--- src/rtl/spi_shift_engine.sv ---
// Full-duplex SPI master shift engine (CPHA=0, selectable CPOL).
// One word per valid/ready handshake; received word returned with a one-cycle rx_dv pulse.
module spi_shift_engine #(
  parameter int   W_DATA  = 32,
  parameter int   CLK_DIV = 4,
  parameter logic CPOL    = 1'b0
) (
  input  logic              clk,
  input  logic              rst,
  input  logic [W_DATA-1:0] tx_data,
  input  logic              tx_valid,
  output logic              tx_ready,
  output logic [W_DATA-1:0] rx_data,
  output logic              rx_dv,
  output logic              busy,
  output logic              spi_clk,
  output logic              spi_cs_n,
  output logic              spi_mosi,
  input  logic              spi_miso
);

  localparam int DW = (CLK_DIV > 1) ? $clog2(CLK_DIV) : 1;
  localparam int BW = $clog2(W_DATA + 1);
  localparam logic [DW-1:0] DIV_LAST = DW'(CLK_DIV - 1);
  localparam logic [BW-1:0] BIT_LAST = BW'(W_DATA);

  typedef enum logic [2:0] {IDLE, LEAD, SHIFT, TRAIL, DONE} state_t;

  state_t            state_reg, state_next;
  logic [DW-1:0]     div_reg;
  logic [BW-1:0]     bit_reg;
  logic [W_DATA-1:0] tx_shift_reg;
  logic [W_DATA-1:0] rx_shift_reg;
  logic [W_DATA-1:0] rx_data_reg;
  logic              sclk_reg;

  logic accept;
  logic div_tc;
  logic leading;

  assign accept  = tx_valid && tx_ready;
  assign div_tc  = (div_reg == DIV_LAST);
  // The next toggle leaves the idle level exactly when spi_clk currently sits at CPOL.
  assign leading = (sclk_reg == CPOL);

  always_ff @(posedge clk) begin
    if (rst) begin
      state_reg <= IDLE;
    end else begin
      state_reg <= state_next;
    end
  end

  always_comb begin
    state_next = state_reg;
    tx_ready   = 1'b0;
    rx_dv      = 1'b0;
    spi_cs_n   = 1'b1;
    spi_mosi   = 1'b0;
    case (state_reg)
      IDLE: begin
        tx_ready = 1'b1;
        if (accept) state_next = LEAD;
      end
      LEAD: begin
        spi_cs_n = 1'b0;
        spi_mosi = tx_shift_reg[W_DATA-1];
        if (div_tc) state_next = SHIFT;
      end
      SHIFT: begin
        spi_cs_n = 1'b0;
        spi_mosi = tx_shift_reg[W_DATA-1];
        if (div_tc && !leading && (bit_reg == BIT_LAST)) state_next = TRAIL;
      end
      TRAIL: begin
        spi_cs_n = 1'b0;
        spi_mosi = tx_shift_reg[W_DATA-1];
        if (div_tc) state_next = DONE;
      end
      DONE: begin
        tx_ready   = 1'b1;
        rx_dv      = 1'b1;
        state_next = accept ? LEAD : IDLE;
      end
      default: state_next = IDLE;
    endcase
  end

  always_ff @(posedge clk) begin
    if (rst) begin
      div_reg      <= '0;
      bit_reg      <= '0;
      tx_shift_reg <= '0;
      rx_shift_reg <= '0;
      rx_data_reg  <= '0;
      sclk_reg     <= CPOL;
    end else begin
      case (state_reg)
        IDLE, DONE: begin
          if (accept) begin
            tx_shift_reg <= tx_data;
            rx_shift_reg <= '0;
            bit_reg      <= '0;
            div_reg      <= '0;
            sclk_reg     <= CPOL;
          end
        end
        LEAD: begin
          div_reg <= div_tc ? '0 : div_reg + DW'(1);
        end
        SHIFT: begin
          div_reg <= div_tc ? '0 : div_reg + DW'(1);
          if (div_tc) begin
            sclk_reg <= ~sclk_reg;
            if (leading) begin
              rx_shift_reg <= (rx_shift_reg << 1) | W_DATA'(spi_miso);
              bit_reg      <= bit_reg + BW'(1);
            end else if (bit_reg != BIT_LAST) begin
              // Final trailing edge leaves bit 0 on spi_mosi.
              tx_shift_reg <= tx_shift_reg << 1;
            end
          end
        end
        TRAIL: begin
          div_reg <= div_tc ? '0 : div_reg + DW'(1);
          if (div_tc) rx_data_reg <= rx_shift_reg;
        end
        default: ;
      endcase
    end
  end

  assign rx_data = rx_data_reg;
  assign spi_clk = sclk_reg;
  assign busy    = ~tx_ready;

endmodule

--- config.mk ---
export PLATFORM = sky130hd
export DESIGN_NAME = spi_shift_engine
export DESIGN_NICKNAME = d
export VERILOG_FILES = /design/src/rtl/spi_shift_engine.sv
export SDC_FILE = /design/constraint.sdc
export NUM_CORES = 1
export LEC_CHECK = 0
export BUFFER_PORTS_ARGS = -buffer_cell sky130_fd_sc_hd__clkbuf_2
export CAP_MARGIN = 15
export CORE_UTILIZATION = 49
export CTS_CLUSTER_DIAMETER = 150
export CTS_CLUSTER_SIZE = 14
export DETAILED_ROUTE_END_ITERATION = 16
export HOLD_SLACK_MARGIN = 0.08
export PLACE_DENSITY = 0.77
export SLEW_MARGIN = 40
export SYNTH_ARGS = -nofsm -noshare
export SYNTH_HDL_FRONTEND = slang
export SYNTH_SLANG_ARGS = --single-unit
--- constraint.sdc ---
create_clock -name clk -period 2.7 [get_ports clk]
set_input_delay 0.27 -clock clk [delete_from_list [all_inputs] [get_ports clk]]
set_output_delay 0.27 -clock clk [all_outputs]
set_load 0.02 [all_outputs]
* Word-level counts from Yosys, hierarchy flattened *
Cells that the tools add are included.

operators by class
  mux-type cells = 29
  reductions and logical operators = 14
  $add $sub $neg = 2
  eq/ne operators = 16
  bitwise operators = 3

operators by type and width
  cell                 number
  $mux 32              7
  $pmux 32 s2          2
  $or 32x1->32         1
  $mux 6               3
  $ne 2x2->1 const B   8
  $pmux 3 s5           1
  $mux 3               4
  $pmux 6 s2           1
  $reduce_and 4->1     2
  $mux 1               7
  $add 6x1->6 const B  1
  $eq 3x2->1 const B   2
  $eq 6x6->1 const B   1
  $ne 6x6->1 const B   1
  $reduce_and 5->1     1
  $mux 2               2
  $pmux 2 s2           1
  $reduce_and 2->1     2
  $reduce_bool 2->1    2
  $eq 3x1->1 const B   1
  $eq 3x3->1 const B   1
  $logic_and 1x1->1    3
  $logic_not 3->1      1
  $reduce_and 3->1     1
  other kinds (7)      8

storage, ports and cells
  output and inout bits = 38
  bits of input ports = 36
  logic and storage cells = 71
  bits in registers = 108

* Longest topological paths before layout *
  word-level depth = 6
  gate-level depth with buffers = 8
  mapped depth without buffers = 6

* Worst setup path after synthesis *
No wires, ideal clock.

  path kind = flip-flop to output port
  start point = register state_reg[0]
  end point = output rx_dv
  path buffers = 2
  data required time = 2.430 ns
  arrival time = 1.427 ns
  setup slack = 1.003 ns
  stages on the path, launching flop included = 5
  path through = dfxtp_1 buf_2 buf_1 nor2_1 and2_1

between the ends
  longest elaborated chain between the ends = 2

RTL lines
  what                    line  RTL
  from (decl)             29    state_t state_reg, state_next;
  from (signal assigned)  50    state_reg <= state_next;
  $eq 3x3->1              60    case (state_reg)
  $mux 1                  60
  to (decl)               14    output logic rx_dv,

No other way between the ends.

* Final worst setup path *
Same ends and word-level chain as after synthesis.

==> impl_metrics.tcl <==
set metrics [dict create \
    grt_pass1_wl_mm 16.7 \
    cts_tree "built" \
    htree_num_levels 3 \
    synth_seq_cells 108 \
    post_cts_buffers 0 \
    port_buffers 73 \
    root_buffer "clkbuf_8" \
    synthCells 514 \
    finalHoldViolCount 0 \
    initial_core_util_pct 51.5 \
    yosys.area_share.adder_pct 0.824 \
    hold_class "in2reg" \
    powerDensity_nw_per_um2 565 \
    die_w_um 98.4 \
    ys.flop_type "dfxtp_1" \
    period_share_pct 72.9 \
    slew_violations 0 \
    antenna_found_initial 0 \
    crit_chain "nor2_1 > and2_1 > clkbuf_2" \
    drt_iter0_markers 225 \
    relSlewSlack_pct 45.9 \
    n_fill_cell 793 \
    fin_nets 601 \
    setup_viol 0 \
    yosys_warnings 0 \
    synth_top_family_by_area "compound AO/OA/AOI/OAI gates" \
    hold_buffers 0 \
    worst_slew_pin_slew_ps 812 \
    regArea_um2 2160 \
    die_area_um2 9690 \
    syn_area_um2 4560 \
    synthSimpleGateAreaFrac_pct 17.0 \
    cts_resized 0 \
    path_clk_slew_ps 120 \
    synthMuxAreaShare_pct 7.06 \
    p_leak_nw 1.78 \
    dp_hpwl_mm 6.06 \
    multi_input_area_um2 2160 \
    status "finished clean" \
    placed_area_um2 4930 \
    synth_edf_count 0 \
    final_antenna_net_count 0 \
    fp.dieH_um 98.4 \
    tns_ps 0 \
    gp_congestion 0.749 \
    areaGrowthSynthToFinish_pct 12.8 \
    synthesis.nets 553 \
    synthXorXnorAreaFrac_pct 0.769 \
    grt_usage_pct 20.8 \
    n_antenna_cell 0 \
    clockBufferDepth 2 \
    drc 0 \
    rows 34 \
    rsz0062_at_grt "false" \
    dr.pass1.iters 6 \
    io_pins 74 \
    clock.fmax_mhz 508 \
    grt_pass1_vias 3746 \
    synth.distinct_cells 39 \
    ir_worst_vdd_mv 0.254 \
    crit_type "reg2out" \
    holdWs_ps 148 \
    end_kind "output pin" \
    rrSetupSlack_ps 780 \
    gr-total-overflow 0 \
    arrival_ps 1700 \
    drive_gt1_share_pct 24.0 \
    critPathLaunchType "flip-flop" \
    critPathRequiredTime_ps 2430 \
    core-area_um2 8850 \
    cp_slowest_cell "dfxtp_1" \
    critPathMaxFanout 16 \
    via_count 3757 \
    viasPerCell 5.57 \
    max_stage_delay_ps 690 \
    stdcell_area_um2 5140 \
    period_needed_ps 1970 \
    ys_seq_area_share_pct 47.5 \
    skew_ps 14.8 \
    wl_per_cell_um 13.8 \
    maxCapViolCount 0 \
    grt_start_max_net_pins 76 \
    insertion_delay_ps 370 \
    syn_avg_cell_area_um2 8.86 \
    numCtsBuffers 9 \
    async_flop_share_pct 0 \
    drt-total-wl_mm 9.31 \
    reg2reg_depth 4 \
    hold_path_depth 3 \
    synth_compound_area_share_pct 21.7 \
    cts_sinks 108 \
]
layer usage:
metal / vias to the layer above / GRT usage (%) / wire [µm]
met2: 65 / 37.1 / 4620
met5: - / 0 / 0
met3: 9 / 2.84 / 226
met4: 0 / 7.81 / 117
li1: 1880 / - / -
met1: 1803 / 25.7 / 4340
layout make-up:
class	instances	share of cell area, %
Sequential cell	108	42.1
Inverter	4	0.292
Clock inverter	7	1.58
Tap cell	108	2.63
Multi-Input combinational cell	355	42.0
Timing Repair Buffer	84	9.01
Clock buffer	9	2.41
cell usage after synthesis, types with 3 or more instances:
| library cell | n | share of area (%) |
|---|---|---|
| dfxtp_1 | 108 | 47 |
| a21oi_1 | 104 | 11 |
| nand2_1 | 101 | 8.3 |
| nand3_1 | 37 | 4.1 |
| mux2i_1 | 31 | 6.8 |
| a211oi_2 | 29 | 8.0 |
| clkbuf_1 | 26 | 2.1 |
| buf_2 | 12 | 1.3 |
| nor2_1 | 10 | 0.82 |
| a211oi_1 | 5 | 0.82 |
| buf_1 | 4 | 0.33 |
| inv_1 | 4 | 0.33 |
| nand2b_1 | 4 | 0.55 |
| and2_1 | 3 | 0.41 |
| buf_6 | 3 | 0.74 |
| ha_1 | 3 | 0.82 |
| xnor2_1 | 3 | 0.58 |
placed cells by master, fill, tap and decap left out, types with 2 or more instances in the layout:
master      n
a211oi_1    5
a211oi_2   29
a21oi_1   104
a21oi_2     2
and2_1      3
buf_4      11
clkbuf_2   72
clkbuf_8    9
clkinv_4    2
clkinv_8    2
dfxtp_1   108
ha_1        3
inv_1       4
inv_8       2
mux2i_1    31
nand2_1   101
nand2b_1    4
nand3_1    37
nand4_1     2
nor2_1     10
nor2b_1     2
xnor2_1     3
critical path, delay by kind of cell (launching register included):
kind / cells / cell delay (ps)
DFF: 1 / 690
and+or+nand+nor: 2 / 500
buffers and inverters: 1 / 160
cells by family after synthesis:
logic type | after synthesis
simple gates | 169
compound gates | 147
flops | 108
buf+inv | 51
mux | 32
xor+xnor | 4
fa+ha+maj | 3
power breakdown:
part,switching (mW),internal (mW),total [mW]
clock network,0.609,0.371,0.980
registers,0.0289,1.64,1.67
logic,0.159,0.0995,0.258
worst paths after layout:
check | to | from
worst max register to register | tx_shift_reg[25] | state_reg[1]
worst min register to register | rx_data[30] | rx_data[30]
worst min-delay path | rx_shift_reg[0] | spi_miso
worst max-delay path | rx_dv | state_reg[0]
metrics by stage:
step / power, mW / cells / setup WS, ps / utilization (%)
global route: 3.02 / 675 / 589 / 58.1
global placement: 1.95 / 659 / 702 / 55.7
finish: 2.90 / 675 / 732 / 58.1
floorplan: 1.90 / 514 / 1000 / -
detailed placement: 1.96 / 659 / 558 / 55.7
CTS: 2.93 / 675 / 552 / 58.1
Power figures use the tool's default switching activity.
